<file path="src/rtl/pingpong_rd_scheduler_pkg.sv">
// Shared types and constants for the ping-pong FIFO read scheduler.
// State encoding, bank identifiers and default widths.
package pingpong_pkg;

    localparam int LEN_W_DEF  = 13;
    localparam int LCNT_W_DEF = 16;

    localparam logic BANK_A = 1'b0;
    localparam logic BANK_B = 1'b1;

    typedef enum logic [1:0] {
        ST_IDLE  = 2'd0,
        ST_WAIT  = 2'd1,
        ST_DRAIN = 2'd2
    } state_t;

endpackage

</file>
<file path="src/rtl/pingpong_rd_scheduler_bank_fill_tracker.sv">
// Per-bank write counter: raises full one cycle after the len_q-th write.
// A write that lands on a full bank is dropped and pulses ovr_pulse (comb).
module bank_fill_tracker
    import pingpong_pkg::*;
#(
    parameter int LEN_W = LEN_W_DEF
) (
    input  logic             clk,
    input  logic             reset,
    input  logic             flush,
    input  logic             wr,
    input  logic             drain_done,
    input  logic [LEN_W-1:0] len_q,
    output logic             full,
    output logic             ovr_pulse
);

    logic [LEN_W-1:0] wcnt_q, wcnt_d, wcnt_inc;
    logic             full_q, full_d;
    logic             still_full;

    always_comb begin
        // A drain finishing this cycle frees the bank for a same-cycle write
        still_full = full_q & ~drain_done;
        wcnt_inc   = wcnt_q + 1'b1;
        wcnt_d     = wcnt_q;
        full_d     = still_full;
        ovr_pulse  = 1'b0;
        if (flush) begin
            wcnt_d = '0;
            full_d = 1'b0;
        end else if (wr) begin
            if (still_full) begin
                ovr_pulse = 1'b1;
            end else if (wcnt_inc == len_q) begin
                wcnt_d = '0;
                full_d = 1'b1;
            end else begin
                wcnt_d = wcnt_inc;
            end
        end
    end

    always_ff @(posedge clk) begin
        if (reset) begin
            wcnt_q <= '0;
            full_q <= 1'b0;
        end else begin
            wcnt_q <= wcnt_d;
            full_q <= full_d;
        end
    end

    assign full = full_q;

endmodule

</file>
<file path="src/rtl/pingpong_rd_scheduler.sv">
// Drains full ping-pong banks A/B in completion order; first read 2 cycles after the last write.
// Reads are gated combinationally by proc_rdy; a stalled drain holds state and read count.
module pingpong_rd_scheduler
    import pingpong_pkg::*;
#(
    parameter int LEN_W  = LEN_W_DEF,
    parameter int LCNT_W = LCNT_W_DEF
) (
    input  logic              clk,
    input  logic              reset,
    input  logic              enable,
    input  logic [LEN_W-1:0]  packer_len,
    input  logic              wr_a,
    input  logic              wr_b,
    input  logic              proc_rdy,
    output logic              rd_a,
    output logic              rd_b,
    output logic              bank_sel,
    output logic              line_start,
    output logic              line_end,
    output logic              busy,
    output logic              overrun,
    output logic [LCNT_W-1:0] lines_done
);

    state_t            state_q, state_d;
    logic [LEN_W-1:0]  len_q, len_d;
    logic [LEN_W-1:0]  rcnt_q, rcnt_d;
    logic              rd_ptr_q, rd_ptr_d;
    logic              overrun_q, overrun_d;
    logic [LCNT_W-1:0] lines_q, lines_d;

    logic             start, flush, rd_go, last_rd, full_sel;
    logic             full_a, full_b, ovr_a, ovr_b;
    logic [LEN_W-1:0] len_m1;

    assign start    = (state_q == ST_IDLE) & enable;
    assign flush    = (state_q == ST_IDLE) | ~enable;
    assign full_sel = (rd_ptr_q == BANK_B) ? full_b : full_a;
    assign len_m1   = len_q - 1'b1;
    // Reset and enable both cut the strobe immediately so an abort never reads once more
    assign rd_go    = (state_q == ST_DRAIN) & proc_rdy & enable & ~reset;
    assign last_rd  = rd_go & (rcnt_q == len_m1);

    bank_fill_tracker #(.LEN_W(LEN_W)) u_fill_a (
        .clk        (clk),
        .reset      (reset),
        .flush      (flush),
        .wr         (wr_a),
        .drain_done (last_rd & (rd_ptr_q == BANK_A)),
        .len_q      (len_q),
        .full       (full_a),
        .ovr_pulse  (ovr_a)
    );

    bank_fill_tracker #(.LEN_W(LEN_W)) u_fill_b (
        .clk        (clk),
        .reset      (reset),
        .flush      (flush),
        .wr         (wr_b),
        .drain_done (last_rd & (rd_ptr_q == BANK_B)),
        .len_q      (len_q),
        .full       (full_b),
        .ovr_pulse  (ovr_b)
    );

    always_ff @(posedge clk) begin
        if (reset) begin
            state_q   <= ST_IDLE;
            len_q     <= {{(LEN_W-1){1'b0}}, 1'b1};
            rcnt_q    <= '0;
            rd_ptr_q  <= BANK_A;
            overrun_q <= 1'b0;
            lines_q   <= '0;
        end else begin
            state_q   <= state_d;
            len_q     <= len_d;
            rcnt_q    <= rcnt_d;
            rd_ptr_q  <= rd_ptr_d;
            overrun_q <= overrun_d;
            lines_q   <= lines_d;
        end
    end

    always_comb begin
        state_d = state_q;
        if (!enable) begin
            state_d = ST_IDLE;
        end else begin
            case (state_q)
                ST_IDLE:  state_d = ST_WAIT;
                ST_WAIT:  if (full_sel && proc_rdy) state_d = ST_DRAIN;
                ST_DRAIN: if (last_rd) state_d = ST_WAIT;
                default:  state_d = ST_IDLE;
            endcase
        end
    end

    always_comb begin
        len_d = len_q;
        if (start) begin
            len_d = (packer_len == '0) ? {{(LEN_W-1){1'b0}}, 1'b1} : packer_len;
        end

        rcnt_d = rcnt_q;
        if (!enable || state_q == ST_WAIT || last_rd) begin
            rcnt_d = '0;
        end else if (rd_go) begin
            rcnt_d = rcnt_q + 1'b1;
        end

        rd_ptr_d = rd_ptr_q;
        if (flush) begin
            rd_ptr_d = BANK_A;
        end else if (last_rd) begin
            rd_ptr_d = ~rd_ptr_q;
        end

        overrun_d = start ? 1'b0 : (overrun_q | ovr_a | ovr_b);
        lines_d   = lines_q + {{(LCNT_W-1){1'b0}}, last_rd};
    end

    always_comb begin
        rd_a       = rd_go & (rd_ptr_q == BANK_A);
        rd_b       = rd_go & (rd_ptr_q == BANK_B);
        line_start = rd_go & (rcnt_q == '0);
        line_end   = last_rd;
        busy       = (state_q == ST_DRAIN);
        bank_sel   = rd_ptr_q;
        overrun    = overrun_q;
        lines_done = lines_q;
    end

endmodule
</file>
<file path="config.mk">
export PLATFORM = sky130hd
export DESIGN_NAME = pingpong_rd_scheduler
export DESIGN_NICKNAME = d
export VERILOG_FILES = /design/src/rtl/pingpong_rd_scheduler_pkg.sv /design/src/rtl/pingpong_rd_scheduler_bank_fill_tracker.sv /design/src/rtl/pingpong_rd_scheduler.sv
export SDC_FILE = /design/constraint.sdc
export NUM_CORES = 1
export LEC_CHECK = 0
export CORE_MARGIN = 5
export CORE_UTILIZATION = 50
export DETAILED_ROUTE_END_ITERATION = 6
export PLACE_DENSITY = 0.8
export SLEW_MARGIN = 20
export SYNTH_ARGS = -nofsm -noshare
export SYNTH_HDL_FRONTEND = slang
export SYNTH_SLANG_ARGS = --single-unit
export TNS_END_PERCENT = 10
</file>
<file path="constraint.sdc">
create_clock -name clk -period 3.9 [get_ports clk]
set_input_delay 0.585 -clock clk [delete_from_list [all_inputs] [get_ports clk]]
set_output_delay 0.585 -clock clk [all_outputs]
set_load 0.05 [all_outputs]
</file>
==> metrics.cfg, run 1 <==
[yosys]
synthMuxAreaShare_pct = 1.471
avgSynthCellArea_um2 = 7.987
yosysSeqAreaShare_pct = 30.55
synthFlopType = dfxtp_1
synth_top_cell_by_area = dfxtp_1
synth_top_family_by_area = simple AND/OR/NAND/NOR gates
synth_seq_cells = 74
synth_top_area_share_pct = 30.55
synth-async-reset-ratio_pct = 0
syn_nets = 633
ys_warn_count = 0
synth_xor_xnor_area_share_pct = 13.01
synth-adder-area-share_pct = 1.806
synthSimpleGateAreaFrac_pct = 29.83
synth_edf_count = 0
ys_types = 68
syn_inst = 607
netlist_area_um2 = 4848
synth_compound_area_share_pct = 17.94
synth_area_leaders = dfxtp_1, xnor2_1, xor2_1

[layout]
area_delta_synth_final_pct = 14.97
drive_above_1_share_pct = 7.840
layoutNonFillerInstCount = 758
final_nets = 646
n_antenna_cell = 0

[hold_path]
hp-class = reg -> reg

[critical_path]
critical_path.max_fanout = 11
path_class = reg -> reg
endpoint_kind = flip-flop
startpoint_type = flip-flop
worstPathArrival_ns = 3.78
cp.required_ns = 4.16

[floorplan]
die_h_um = 108.5
core_um2 = 9594
start_util_pct = 50.53
pin_count = 42
die_w_um = 108.5
die-area_um2 = 11770
row_count = 36

[placed_design]
io_buffers = 41
gp_congestion = 0.8952
dp_cells = 742
hpwlAfterDp_um = 8922
place_ws_ns = 0.4255

[route]
drc_errors = 0
dr_total_vias = 4569
routedWlPerCell_um = 16.74
avgViaCountPerCell = 6.028
drt_iter0_markers = 216
drt_wl_total_um = 12690
ant_nets = 0
drt_first_pass_iters = 5

[grt]
grtUsageMet2_pct = 36.50
grt.total_usage_pct = 22.86
grt_most_used_layer = met2
grt_overflow = 0
grt_max_degree = 28
antenna_found_initial = 0
first_global_vias = 4548
grt_pass1_wl_um = 21580
gr-usage-met1_pct = 28.95
grt.met3_usage_pct = 4.597

[sta]
setup_tns_ns = 0
slew_violations = 0
finalSetupViolations = 0
maxSlewHeadroom_pct = 35.30
rsz0062_at_grt = no
worst_clock_skew_ns = 0.008954
fin_crit_ns = 3.514
fin_crit_sh_pct = 90.09
tightestPinTransition_ns = 0.9705
finalHoldViolations = 0
fmax_ghz = 0.2846
fin_ws_ns = 0.3864

[cts]
hold_buffers = 0
clk_path_buf_depth = 2
clk_pin_slew_ns = 0.08
cts-resized-gates = 0
h-tree-depth = 3
clock_latency_ns = 0.36
cts_tree = yes
post_cts_buffers = 0
cts.sinks = 74
cts_buffers = 9
cts_root_buffer = clkbuf_8

[status]
status = finished clean

[pwr]
powerDensity_nw_per_um2 = 317.8
p_leak_nw = 1.949
peakVddDrop_mv = 0.2018

[run]
drv_cap = 0

==> metrics by stage <==
step	util [%]	area (um2)	hold WS [ns]	power, mW
6_report	58.10	5574	0.5048	1.771
2_1_floorplan	-	4856	0.4672	0.9573
5_1_grt	58.10	5574	0.5395	1.840
4_1_cts	58.10	5574	0.5053	1.777
3_5_place_dp	55.48	5323	0.4907	1.030
3_3_place_gp	55.48	5323	0.4826	1.024
==> report_power, final <==
group	total [mW]	switching, mW	internal [mW]
Sequential	0.790	0.0262	0.764
Combinational	0.226	0.126	0.100
Clock	0.755	0.312	0.443
Total	1.77	0.464	1.31
==> routing by layer <==
| metal | up-vias | share of wire [%] |
|---|---|---|
| li1 | 2200 | - |
| met1 | 2162 | 45 |
| met2 | 167 | 46 |
| met3 | 40 | 5.3 |
| met4 | 0 | 3.5 |
| met5 | - | 0 |
==> worst max-delay path: stages, from the launching register on <==
cell and delay, ns:
dfxtp_1 0.42, inv_1 0.12, ha_1 0.26, or4b_4 0.51, a2111oi_2 0.36, a31o_1 0.14, a32oi_1 0.08, or3_4 0.46
o31ai_1 0.35, nand2_1 0.39, o41ai_1 0.33
==> cells in the final DEF, fill, tap and decap left out, types with 11 or more instances in the layout <==
| cell type | instances |
|---|---|
| dfxtp_1 | 74 |
| nor2_1 | 54 |
| nand2_1 | 50 |
| xnor2_1 | 44 |
| clkdlybuf4s50_1 | 37 |
| xor2_1 | 28 |
| nand3_1 | 28 |
| a21oi_1 | 18 |
| nor2b_1 | 18 |
| nor3_1 | 17 |
| and3_1 | 16 |
| nand4_1 | 16 |
| buf_4 | 15 |
| inv_1 | 14 |
| a32o_1 | 13 |
| a22o_1 | 11 |
==> cells in the mapped netlist, types with 2 or more instances <==
library cell	n
nor4_1	9
nand2b_1	6
nand4_1	16
a21oi_1	18
buf_2	8
a211o_1	2
or4_1	4
or2_2	3
mux2i_1	6
nor3b_1	5
nand2_1	50
o22ai_1	9
clkbuf_1	40
and3b_1	2
nor3_1	18
o41ai_1	2
nand3_1	28
a21o_1	2
nor2b_1	19
inv_1	14
o211ai_1	7
o21ai_0	7
o2111a_1	2
o21a_1	9
nor2_1	54
a32o_1	13
or3_1	10
a31oi_1	9
and2_1	10
xor2_1	28
o32ai_2	2
and4_1	9
xnor2_1	44
and3_1	16
a21boi_0	2
a22o_1	11
dfxtp_1	74
nand3b_1	2
ha_1	7
buf_1	2
==> final cells by class <==
cell class / count / area [um2]
Clock buffer: 10 / 137.6
Multi-Input combinational cell: 468 / 3119
Tap cell: 133 / 166.4
Inverter: 14 / 52.55
Timing Repair Buffer: 53 / 503.0
Clock inverter: 6 / 113.9
Sequential cell: 74 / 1481
Fill cell: 838 / 4020
==> sequential cells by signal, summed over array words and instances, names as in the netlist <==
register	cells
bank_sel	1
u_fill_b.wcnt_q	13
u_fill_b.full	1
rcnt_q	13
u_fill_a.full	1
u_fill_a.wcnt_q	13
state_q	2
lines_done	16
overrun	1
len_q	13
==> cells by family (layout without fill, tap and decap cells) <==
family	count (synthesis)	in the layout
simple gates	270	270
compound gates	112	112
flops	74	74
xor+xnor	72	72
buf+inv	65	83
fa+ha+maj	7	7
mux	7	7
==> worst paths after layout <==
path                  startpoint                   to  slack (ns)  cells past startpoint
max                     len_q[0]   u_fill_b.wcnt_q[4]        0.39                     10
min          u_fill_b.wcnt_q[12]  u_fill_b.wcnt_q[12]        0.50                      2
max reg2reg             len_q[0]   u_fill_b.wcnt_q[4]        0.39                     10
min reg2reg  u_fill_b.wcnt_q[12]  u_fill_b.wcnt_q[12]        0.50                      2
Power figures use the tool's default switching activity.
==> run 2: changes to the inputs <==
ABC_AREA = 1   (was unset)
==> run 2 against run 1 <==
Count of clock-buffer cells in the layout decreased by 1. Fmax increased by 3.8%. Cell count increased by 24%. Non-clock buffer count decreased by 10. Combinational power decreased by 4%. Synthesized area decreased by 1.5%. Highest routed layer unchanged. Largest cell class unchanged. Sequential power about the same. Total power decreased by 0.46%. Setup slack improved by 0.13 ns. Via count increased by 9.7%. Global-route usage decreased by 0.76 points.
==> metrics.cfg, run 2 <==
[critical_path]
endpoint = lines_done[15]
endpoint_kind = flip-flop
critPathLaunch = len_q[0]
path_class = reg -> reg
worstPathArrival_ns = 3.64
critical_path.max_fanout = 7
r2r_end = lines_done[15]
r2r_slack_ns = 0.52
r2r-start = len_q[0]
cp.required_ns = 4.16
reg2regPathDepth = 24
startpoint_type = flip-flop

[grt]
grt.total_usage_pct = 22.10
grt_overflow = 0
grt_pass1_wl_um = 20980
antenna_found_initial = 0
grt_max_degree = 29
first_global_vias = 4628

[cts]
clk_pin_slew_ns = 0.09
clk_path_buf_depth = 2
cts_root_buffer = clkbuf_8
h-tree-depth = 3
cts.sinks = 74
clock_latency_ns = 0.35
cts_buffers = 9
cts_tree = yes
post_cts_buffers = 0

[route]
ant_nets = 0
drc_errors = 0
dr_total_vias = 5010
routedWlPerCell_um = 13.42
drt_iter0_markers = 352
drt_wl_total_um = 12590
avgViaCountPerCell = 5.341
drt_first_pass_iters = 5

[layout]
largest_reg_flops = 16
drive_above_1_share_pct = 7.417
area_delta_synth_final_pct = 15.81
n_antenna_cell = 0
final_nets = 830
most-common-layout-cells = nand2_1, nor2_1, inv_1
fillers = 864
layoutNonFillerInstCount = 938
final_common_cell = nand2_1

[pwr]
p_switching_mw = 0.4856
powerDensity_nw_per_um2 = 319.0
peakVddDrop_mv = 0.2001
clockPowerShare_pct = 42.8
p_leak_nw = 2.128
pwr-share-comb_pct = 12.3
p_sw_share_pct = 27.54
p_int_mw = 1.278
seq_power_share_pct = 44.9
finalPower_mw = 1.763

[placed_design]
io_buffers = 41
gp_congestion = 0.9075
dp_cells = 922
place_ws_ns = 0.1787
hpwlAfterDp_um = 9453

[floorplan]
start_util_pct = 51.42
die_h_um = 107.7
die-area_um2 = 11600
pin_count = 42
core_um2 = 9284
row_count = 35
die_w_um = 107.7

[hold_path]
hp-class = reg -> reg
hold_depth = 2
hold_start = u_fill_a.wcnt_q[11]

[yosys]
syn_inst = 765
avgSynthCellArea_um2 = 6.240
synth-async-reset-ratio_pct = 0
synth_area_leaders = dfxtp_1, nand2_1, nor2_1
synth_most_common_cell = nand2_1
synth_seq_cells = 74
syn_nets = 791
ys_warn_count = 0
synth_top_cell_by_area = dfxtp_1
synth_top_area_share_pct = 31.04
yosysSeqAreaShare_pct = 31.04
ys_types = 40
synthFlopType = dfxtp_1
synthTopCellsByCount = nand2_1, nor2_1, inv_1
netlist_area_um2 = 4773
synth_edf_count = 0

[sta]
tightestPinTransition_ns = 0.6514
finalSetupViolations = 0
finalHoldViolations = 0
fmax_ghz = 0.2956
fin_crit_sh_pct = 86.75
rsz0062_at_grt = no
slew_violations = 0
worst_clock_skew_ns = 0.009519
fin_crit_ns = 3.383
maxSlewHeadroom_pct = 56.42
setup_tns_ns = 0
fin_ws_ns = 0.5166

[run]
drv_cap = 0

[status]
status = finished clean

==> run 2: changes by cell type after synthesis, moves of 13 or more <==
| cell | before | now |
|---|---|---|
| a32o_1 | 13 | 0 |
| and3_1 | 16 | 1 |
| nor2_1 | 54 | 113 |
| clkbuf_1 | 40 | 4 |
| xnor2_1 | 44 | 7 |
| a21oi_1 | 18 | 45 |
| nand3_1 | 28 | 51 |
| o21ai_0 | 7 | 20 |
| nor2b_1 | 19 | 0 |
| nand2_1 | 50 | 241 |
| inv_1 | 14 | 83 |
==> run 2: metrics by stage <==
step	area, um2	hold slack, ns	utilization [%]
final	5528	0.4957	59.54
after global routing	5528	0.5162	59.54
after CTS	5509	0.4949	59.34
after detailed placement	5260	0.4798	56.66
after global placement	5260	0.4752	56.66
after floorplan	4773	0.4575	-
==> run 2: cell families after synthesis <==
logic type | after synthesis | synth area share, %
adders and majority gates | 7 | 1.835
xor gates and xnor gates | 27 | 5.819
buffers and inverters | 104 | 9.043
AOI/OAI and AO/OA | 80 | 9.332
DFF | 74 | 31.04
and+or+nand+nor | 473 | 42.94
==> run 2: worst min-delay path by stage <==
| stage | to | slack (ns) |
|---|---|---|
| after floorplan | u_fill_a.wcnt_q[11] | 0.46 |
| after global placement | u_fill_b.wcnt_q[1] | 0.48 |
| after detailed placement | u_fill_a.wcnt_q[11] | 0.48 |
| after CTS | u_fill_a.wcnt_q[11] | 0.49 |
| after global routing | u_fill_a.wcnt_q[11] | 0.52 |
| final | u_fill_a.wcnt_q[11] | 0.50 |
==> run 2: what timing repair did <==
item                                   in CTS  in global routing
hold buffers                                0                  0
setup endpoints to repair                   0                  4
resized for setup                           0                  6
endpoints found under the hold margin       0                  0
==> run 2: layout make-up <==
type	count	area [um2]	area share (%)
repair buffers	43	422.9	7.651
clock buffers	9	123.9	2.241
multi-input cells	587	2878	52.06
inverters	89	334.1	6.043
clock inverters	7	125.1	2.263
well taps	129	161.4	2.920
flip-flops and latches	74	1483	26.82
==> run 2: power groups by stage <==
stage | sequential [mW] | combinational (mW) | clock [mW]
finish | 0.791 | 0.217 | 0.755
global route | 0.792 | 0.242 | 0.787
CTS | 0.790 | 0.215 | 0.764
detailed placement | 0.807 | 0.213 | 0
global placement | 0.807 | 0.210 | 0
floorplan | 0.797 | 0.162 | 0
==> run 2: routing by layer <==
metal / GRT usage, % / vias to the layer above / wire length, um
li1: - / 2519 / -
met1: 27.42 / 2293 / 5441
met2: 38.19 / 158 / 6062
met3: 2.939 / 40 / 659
met4: 9.378 / 0 / 430
met5: 0 / - / 0
==> run 2: worst max-delay path, cell delays in order, from the launching register on <==
cell     delay [ns]
dfxtp_2        0.38
inv_2          0.12
ha_2           0.24
inv_1          0.06
nor2_1         0.11
nand3_2        0.12
nor2_2         0.12
nor2_1         0.05
nor2_1         0.10
nand2_1        0.10
nor2_4         0.15
nand2_1        0.13
inv_1          0.11
ha_1           0.18
nand3_1        0.15
nor3_2         0.18
nand2_1        0.09
nor2_1         0.13
nand2_1        0.09
nor2_1         0.18
nand2_1        0.12
nor2_1         0.10
nand4_1        0.09
xor2_1         0.16
nor2_1         0.05
